`config.mk`:
```
export PLATFORM = sky130hd
export DESIGN_NAME = mem_bus_arbiter_flat
export DESIGN_NICKNAME = d
export VERILOG_FILES = /design/src/rtl/mem_bus_arbiter_pkg.sv /design/src/rtl/mem_bus_arbiter_if.sv /design/src/rtl/mem_bus_arbiter.sv /design/src/flat_wrapper.sv
export SDC_FILE = /design/constraint.sdc
export NUM_CORES = 1
export LEC_CHECK = 0
export CORE_ASPECT_RATIO = 1.5
export CORE_MARGIN = 10
export CORE_UTILIZATION = 40
export DETAILED_ROUTE_END_ITERATION = 8
export PLACE_DENSITY = 0.89
export SLEW_MARGIN = 20
export SYNTH_ARGS = -nofsm -noshare
export SYNTH_HDL_FRONTEND = slang
export SYNTH_SLANG_ARGS = --single-unit
```
`constraint.sdc`:
```
create_clock -name clk -period 2.2 [get_ports clk]
set_input_delay 0.33 -clock clk [delete_from_list [all_inputs] [get_ports clk]]
set_output_delay 0.33 -clock clk [all_outputs]
set_load 0.01 [all_outputs]
```
`src/rtl/mem_bus_arbiter_pkg.sv`:
```
// Shared constants and FSM encoding for the instruction/data memory bus arbiter.
package mem_bus_arbiter_pkg;

  localparam logic        ResetEnable  = 1'b1;
  localparam logic        WriteDisable = 1'b0;
  localparam logic        AckEnable    = 1'b1;
  localparam logic        AckDisable   = 1'b0;
  localparam logic [31:0] ZeroWord     = 32'h0000_0000;
  localparam logic [3:0]  BusSelAll    = 4'b1111;

  typedef enum logic [1:0] {
    StIdle   = 2'b00,
    StGrantD = 2'b01,
    StGrantI = 2'b10,
    StDone   = 2'b11
  } arb_state_e;

endpackage

```
`src/rtl/mem_bus_arbiter_if.sv`:
```
// Pipeline-side request/response ports and Wishbone-style bus signals of the arbiter.
interface mem_bus_arbiter_if;

  logic        i_req;
  logic [31:0] i_addr;
  logic [31:0] i_rdata;
  logic        i_ack;
  logic        d_req;
  logic        d_we;
  logic [3:0]  d_sel;
  logic [31:0] d_addr;
  logic [31:0] d_wdata;
  logic [31:0] d_rdata;
  logic        d_ack;
  logic        flush;
  logic        bus_cyc_o;
  logic        bus_stb_o;
  logic        bus_we_o;
  logic [3:0]  bus_sel_o;
  logic [31:0] bus_adr_o;
  logic [31:0] bus_dat_o;
  logic [31:0] bus_dat_i;
  logic        bus_ack_i;
  logic        bus_timeout_o;
  logic        stallreq_if;
  logic        stallreq_mem;

  // Arbiter side.
  modport slave (
    input  i_req, i_addr, d_req, d_we, d_sel, d_addr, d_wdata, flush, bus_dat_i, bus_ack_i,
    output i_rdata, i_ack, d_rdata, d_ack, bus_cyc_o, bus_stb_o, bus_we_o, bus_sel_o,
           bus_adr_o, bus_dat_o, bus_timeout_o, stallreq_if, stallreq_mem
  );

  // Pipeline plus memory slave side.
  modport master (
    output i_req, i_addr, d_req, d_we, d_sel, d_addr, d_wdata, flush, bus_dat_i, bus_ack_i,
    input  i_rdata, i_ack, d_rdata, d_ack, bus_cyc_o, bus_stb_o, bus_we_o, bus_sel_o,
           bus_adr_o, bus_dat_o, bus_timeout_o, stallreq_if, stallreq_mem
  );

endinterface

```
`src/rtl/mem_bus_arbiter.sv`:
```
// Arbitrates one memory bus between instruction fetch and the MEM-stage data port.
// Data wins by default; a streak counter forces a waiting fetch through after a bounded run.
module mem_bus_arbiter
  import mem_bus_arbiter_pkg::*;
#(
  parameter int unsigned MAX_DATA_STREAK = 4,
  parameter int unsigned TIMEOUT_CYCLES  = 255
) (
  input logic              clk,
  input logic              rst,
  mem_bus_arbiter_if.slave mbus
);

  localparam int unsigned   StreakW   = $clog2(MAX_DATA_STREAK + 1);
  localparam int unsigned   TmoW      = $clog2(TIMEOUT_CYCLES + 1);
  localparam logic [StreakW-1:0] StreakMax = StreakW'(MAX_DATA_STREAK);
  localparam logic [TmoW-1:0]    TmoLast   = TmoW'(TIMEOUT_CYCLES - 1);

  arb_state_e         state_q;
  logic [StreakW-1:0] streak_q;
  logic [TmoW-1:0]    tmo_q;
  logic               drop_q;

  logic i_ok;
  logic i_due;
  logic drop_now;
  logic tmo_hit;
  logic bus_end;

  assign i_ok     = mbus.i_req && !mbus.flush;
  assign i_due    = i_ok && (streak_q == StreakMax);
  // A flush in the finishing cycle must also suppress the fetch ack.
  assign drop_now = drop_q || mbus.flush;
  assign tmo_hit  = (tmo_q == TmoLast);
  assign bus_end  = mbus.bus_ack_i || tmo_hit;

  assign mbus.stallreq_if  = mbus.i_req && !mbus.i_ack;
  assign mbus.stallreq_mem = mbus.d_req && !mbus.d_ack;

  always_ff @(posedge clk) begin
    if (rst == ResetEnable) begin
      state_q            <= StIdle;
      streak_q           <= '0;
      tmo_q              <= '0;
      drop_q             <= 1'b0;
      mbus.bus_cyc_o     <= 1'b0;
      mbus.bus_stb_o     <= 1'b0;
      mbus.bus_we_o      <= WriteDisable;
      mbus.bus_sel_o     <= 4'b0000;
      mbus.bus_adr_o     <= ZeroWord;
      mbus.bus_dat_o     <= ZeroWord;
      mbus.i_rdata       <= ZeroWord;
      mbus.d_rdata       <= ZeroWord;
      mbus.i_ack         <= AckDisable;
      mbus.d_ack         <= AckDisable;
      mbus.bus_timeout_o <= 1'b0;
    end else begin
      mbus.i_ack         <= AckDisable;
      mbus.d_ack         <= AckDisable;
      mbus.bus_timeout_o <= 1'b0;
      unique case (state_q)
        StIdle: begin
          if (mbus.d_req && !i_due) begin
            state_q        <= StGrantD;
            tmo_q          <= '0;
            mbus.bus_cyc_o <= 1'b1;
            mbus.bus_stb_o <= 1'b1;
            mbus.bus_we_o  <= mbus.d_we;
            mbus.bus_sel_o <= mbus.d_sel;
            mbus.bus_adr_o <= mbus.d_addr;
            mbus.bus_dat_o <= mbus.d_wdata;
            if (streak_q != StreakMax) begin
              streak_q <= streak_q + StreakW'(1);
            end
          end else if (i_ok) begin
            state_q        <= StGrantI;
            tmo_q          <= '0;
            streak_q       <= '0;
            mbus.bus_cyc_o <= 1'b1;
            mbus.bus_stb_o <= 1'b1;
            mbus.bus_we_o  <= WriteDisable;
            mbus.bus_sel_o <= BusSelAll;
            mbus.bus_adr_o <= mbus.i_addr;
            mbus.bus_dat_o <= ZeroWord;
          end
        end
        StGrantD: begin
          if (bus_end) begin
            // Ack wins over a coinciding timeout expiry.
            state_q            <= StDone;
            mbus.bus_cyc_o     <= 1'b0;
            mbus.bus_stb_o     <= 1'b0;
            mbus.d_rdata       <= mbus.bus_ack_i ? mbus.bus_dat_i : ZeroWord;
            mbus.d_ack         <= AckEnable;
            mbus.bus_timeout_o <= !mbus.bus_ack_i;
          end else begin
            tmo_q <= tmo_q + TmoW'(1);
          end
        end
        StGrantI: begin
          if (mbus.flush) begin
            drop_q <= 1'b1;
          end
          if (bus_end) begin
            state_q            <= StDone;
            mbus.bus_cyc_o     <= 1'b0;
            mbus.bus_stb_o     <= 1'b0;
            mbus.i_rdata       <= mbus.bus_ack_i ? mbus.bus_dat_i : ZeroWord;
            mbus.i_ack         <= drop_now ? AckDisable : AckEnable;
            mbus.bus_timeout_o <= !mbus.bus_ack_i;
          end else begin
            tmo_q <= tmo_q + TmoW'(1);
          end
        end
        StDone: begin
          state_q <= StIdle;
          drop_q  <= 1'b0;
        end
        default: state_q <= StIdle;
      endcase
    end
  end

endmodule

```
`src/flat_wrapper.sv`:
```
// flat-port wrapper written by rule: the top's interface ports become plain ports
module mem_bus_arbiter_flat import mem_bus_arbiter_pkg::*;
#(
  parameter int unsigned MAX_DATA_STREAK = 4,
  parameter int unsigned TIMEOUT_CYCLES  = 255
)
  (clk, rst, mbus_i_req, mbus_i_addr, mbus_d_req, mbus_d_we, mbus_d_sel, mbus_d_addr, mbus_d_wdata, mbus_flush, mbus_bus_dat_i, mbus_bus_ack_i, mbus_i_rdata, mbus_i_ack, mbus_d_rdata, mbus_d_ack, mbus_bus_cyc_o, mbus_bus_stb_o, mbus_bus_we_o, mbus_bus_sel_o, mbus_bus_adr_o, mbus_bus_dat_o, mbus_bus_timeout_o, mbus_stallreq_if, mbus_stallreq_mem);
  mem_bus_arbiter_if mbus_i ();
  input logic clk;
  input logic rst;
  input wire logic [$bits(mbus_i.i_req)-1:0] mbus_i_req;
  input wire logic [$bits(mbus_i.i_addr)-1:0] mbus_i_addr;
  input wire logic [$bits(mbus_i.d_req)-1:0] mbus_d_req;
  input wire logic [$bits(mbus_i.d_we)-1:0] mbus_d_we;
  input wire logic [$bits(mbus_i.d_sel)-1:0] mbus_d_sel;
  input wire logic [$bits(mbus_i.d_addr)-1:0] mbus_d_addr;
  input wire logic [$bits(mbus_i.d_wdata)-1:0] mbus_d_wdata;
  input wire logic [$bits(mbus_i.flush)-1:0] mbus_flush;
  input wire logic [$bits(mbus_i.bus_dat_i)-1:0] mbus_bus_dat_i;
  input wire logic [$bits(mbus_i.bus_ack_i)-1:0] mbus_bus_ack_i;
  output wire logic [$bits(mbus_i.i_rdata)-1:0] mbus_i_rdata;
  output wire logic [$bits(mbus_i.i_ack)-1:0] mbus_i_ack;
  output wire logic [$bits(mbus_i.d_rdata)-1:0] mbus_d_rdata;
  output wire logic [$bits(mbus_i.d_ack)-1:0] mbus_d_ack;
  output wire logic [$bits(mbus_i.bus_cyc_o)-1:0] mbus_bus_cyc_o;
  output wire logic [$bits(mbus_i.bus_stb_o)-1:0] mbus_bus_stb_o;
  output wire logic [$bits(mbus_i.bus_we_o)-1:0] mbus_bus_we_o;
  output wire logic [$bits(mbus_i.bus_sel_o)-1:0] mbus_bus_sel_o;
  output wire logic [$bits(mbus_i.bus_adr_o)-1:0] mbus_bus_adr_o;
  output wire logic [$bits(mbus_i.bus_dat_o)-1:0] mbus_bus_dat_o;
  output wire logic [$bits(mbus_i.bus_timeout_o)-1:0] mbus_bus_timeout_o;
  output wire logic [$bits(mbus_i.stallreq_if)-1:0] mbus_stallreq_if;
  output wire logic [$bits(mbus_i.stallreq_mem)-1:0] mbus_stallreq_mem;
  assign mbus_i.i_req = mbus_i_req;
  assign mbus_i.i_addr = mbus_i_addr;
  assign mbus_i.d_req = mbus_d_req;
  assign mbus_i.d_we = mbus_d_we;
  assign mbus_i.d_sel = mbus_d_sel;
  assign mbus_i.d_addr = mbus_d_addr;
  assign mbus_i.d_wdata = mbus_d_wdata;
  assign mbus_i.flush = mbus_flush;
  assign mbus_i.bus_dat_i = mbus_bus_dat_i;
  assign mbus_i.bus_ack_i = mbus_bus_ack_i;
  assign mbus_i_rdata = mbus_i.i_rdata;
  assign mbus_i_ack = mbus_i.i_ack;
  assign mbus_d_rdata = mbus_i.d_rdata;
  assign mbus_d_ack = mbus_i.d_ack;
  assign mbus_bus_cyc_o = mbus_i.bus_cyc_o;
  assign mbus_bus_stb_o = mbus_i.bus_stb_o;
  assign mbus_bus_we_o = mbus_i.bus_we_o;
  assign mbus_bus_sel_o = mbus_i.bus_sel_o;
  assign mbus_bus_adr_o = mbus_i.bus_adr_o;
  assign mbus_bus_dat_o = mbus_i.bus_dat_o;
  assign mbus_bus_timeout_o = mbus_i.bus_timeout_o;
  assign mbus_stallreq_if = mbus_i.stallreq_if;
  assign mbus_stallreq_mem = mbus_i.stallreq_mem;
  mem_bus_arbiter #(.MAX_DATA_STREAK(MAX_DATA_STREAK), .TIMEOUT_CYCLES(TIMEOUT_CYCLES)) u_core (.clk(clk), .rst(rst), .mbus(mbus_i));
endmodule
```
==> results.md <==
* Outcome: finished, final reports clean
* IO Count at 279
* Setup Viol. Count Final at 0
* Cell Chain, Critical Path: clkdlybuf4s50_1, nor2b_1, clkdlybuf4s50_1
* Residual DRC at 0
* Diodes inserted at 0
* Cts bufs inserted at 17
* Setup slack after placement at 0.145 ns
* Largest net degree at the start of global routing at 35
* Post-synth ARST share at 0%
* Routed vias at 5331
* FF-to-FF Start: u_core.state_q[0]
* Reg clk slew, reported paths at 0.07 ns
* Slew HR at 57.5%
* Register area share after synthesis at 53.4%
* Vias per cell at 5.34
* Post-CTS Resized at 0
* CTS Hold Bufs at 0
* Most common cell after layout, fill and taps aside: clkdlybuf4s50_1
* F_max at 0.514 GHz
* Worst Min Path Start: rst
* Kind of critical path: in2out
* Share of cells above drive strength 1 at 7.80%
* CTS Buffer Depth at 2
* Initial antenna violation count at 1
* Comb power frac at 34.3%
* Most Frequent Cell on Critical Path: clkdlybuf4s50_1
* Vias in the first global route at 5527
* Ys flop type: dfxtp_1
* Port Buffer Count at 278
* Core area at 13900 um2
* Worst reg2reg path endpoint: u_core.mbus.bus_adr_o[4]
* Clk sinks at 151
* Max incr delay on CP at 0.59 ns
* Sw Ratio at 32.4%
* HPWL after DPL at 14.7 mm
* Critical Path Fanout Max at 3
* Worst Reg-to-Reg Cells at 7
* Die footprint at 19400 um2
* Crit-path slowest cell: clkdlybuf4s50_1
* Number of post-CTS setup repair buffers at 0
* Drt first pass iters at 7
* Syn_area_per_cell at 10.3 um2
* Layout fillers at 1068
* Layout Nets at 969
* Number of synthesized flops with an enable pin at 0
* Clock Latency Late Sink at 0.40 ns
* Worst hold path endpoint: u_core.streak_q[0]
* Final Max Tran Viols at 0
* Synth unique cells at 54
* Post-route setup TNS at 0 ns
* Min Tclk post-route at 1.95 ns
* Critical path arrival at 1.62 ns
* Final WS setup at 0.254 ns
* Routed wire per std cell at 19.7 um
* R2r setup slk at 0.28 ns
* Worst setup SP type: primary input
* MaxCap Viol Count at 0
* Placer Congestion at 0.856
* Tot Pwr at 0.00953 W
* GR Overflow Total at 0
* Rows at 53
* Clock Power Share at 29.6%
* Hold Slack at 0.308 ns
* Post-DRT Antenna Nets at 0
* Syn_nets at 695
* Hold Fails Final Rpt at 0
* CTS root buf: clkbuf_16
* Die width at 117 um
* Overall global routing resource usage at 19.6%
* Pint at 0.00644 W
* Synth-to-Final Area Change at 62.9%
* Number of DRC markers in iteration 0 at 237
* H-tree depth at 4
* Clock skew at 0.0135 ns
* Synthesized cell area at 5660 um2
* CP required at 1.87 ns
* Setup crit end kind: output pin
* Syn Inst Count at 547
* Power share of the sequential group at 36.1%
* Pwr dens at 1030 nW/um2
* Tightest Pin Transition at 0.637 ns
* CTS tree: built
* Period utilisation layout at 88.5%
* Hold depth at 2
* Peak VDD IR at 0.632 mV
* Final core utilization at 66.2%
* Flops & latches, synth at 151
* First-pass GRT wire length at 29.9 mm
* Yosys warns at 0
* Hold WC Path Type: in2reg
* RSZ-0062 raised after global routing: no
* Initial Util at 40.6%
* Net Sw Power at 0.00308 W
* P_leak at 3.57 nW
* Commonest non-fill, non-tap cells in the layout: clkdlybuf4s50_1 (277), dfxtp_1 (151), nand2_1 (44)
* Die height at 166 um
* Final wirelength at 19.7 mm
[layout make-up]
cell class	count	area, um2	area share [%]
Sequential cell	151	3020	32.8
Clock buffer	17	425	4.62
Clock inverter	14	143	1.55
Timing Repair Buffer	298	2970	32.2
Tap cell	165	206	2.24
Inverter	10	37.5	0.407
Multi-Input combinational cell	343	2420	26.2
[how the worst max path moves through the flow]
stage | start | depth (start not counted) | to
CTS | mbus_d_req | 3 | mbus_stallreq_mem
floorplan | u_core.state_q[0] | 8 | u_core.tmo_q[3]
global placement | mbus_bus_ack_i | 6 | u_core.mbus.d_rdata[2]
detailed placement | mbus_flush | 6 | u_core.mbus.bus_adr_o[5]
finish | mbus_d_req | 3 | mbus_stallreq_mem
global route | u_core.state_q[0] | 7 | u_core.mbus.bus_adr_o[1]
[registers in the layout, summed over array words and instances (netlist names), 2 cells and up]
name / cells
u_core.mbus.bus_adr_o: 32
u_core.mbus.d_rdata: 32
u_core.streak_q: 3
u_core.state_q: 2
u_core.tmo_q: 8
u_core.mbus.bus_dat_o: 32
u_core.mbus.i_rdata: 32
u_core.mbus.bus_sel_o: 4
[metrics by stage]
step,instance area (um2),std cells
3_3_place_gp,8650,967
3_5_place_dp,8650,967
4_1_cts,9220,998
2_1_floorplan,5660,547
5_1_grt,9220,998
6_report,9220,998
[logic make-up after synthesis]
family	Yosys count	synth area share, %
adders and majority gates	9	1.99
and+or+nand+nor	158	14.0
AOI/OAI and AO/OA	174	26.2
DFF	151	53.4
buffers and inverters	53	4.11
muxes	1	0.177
xor gates and xnor gates	1	0.155
[Yosys cell counts (8+ instances only)]
| cell | count | area share (%) |
|---|---|---|
| a2bb2o_1 | 24 | 4.2 |
| o2bb2ai_1 | 38 | 5.9 |
| a31oi_1 | 8 | 0.88 |
| buf_2 | 18 | 1.6 |
| a22oi_1 | 34 | 4.5 |
| nand2_1 | 44 | 2.9 |
| nand3_1 | 8 | 0.71 |
| a221o_1 | 32 | 5.7 |
| inv_1 | 9 | 0.60 |
| nor2_1 | 44 | 2.9 |
| dfxtp_1 | 151 | 53 |
| ha_1 | 9 | 2.0 |
| clkbuf_1 | 20 | 1.3 |
| a21oi_1 | 8 | 0.71 |
| and2_1 | 33 | 3.6 |
[power groups by stage]
stage	Combinational (W)	Clock, W	Sequential (W)
after global routing	0.00351	0.00301	0.00349
after global placement	0.00322	0	0.00347
after detailed placement	0.00327	0	0.00348
final	0.00327	0.00282	0.00344
after floorplan	0.00146	0	0.00366
after CTS	0.00330	0.00289	0.00344
[layer usage]
layer  global-route usage (%)  vias up  wire length, um
met5                        0        -               13
met4                     8.68        2              621
met3                     6.58       34             1440
met2                     35.1      185            10600
met1                     19.7     2521             6950
li1                         -     2589                -
[critical path, delay by kind of cell]
kind,cells,cell delay (ns)
buffers and inverters,2,1.12
AND/OR/NAND/NOR,1,0.16
(Power assumes the default switching activity.)
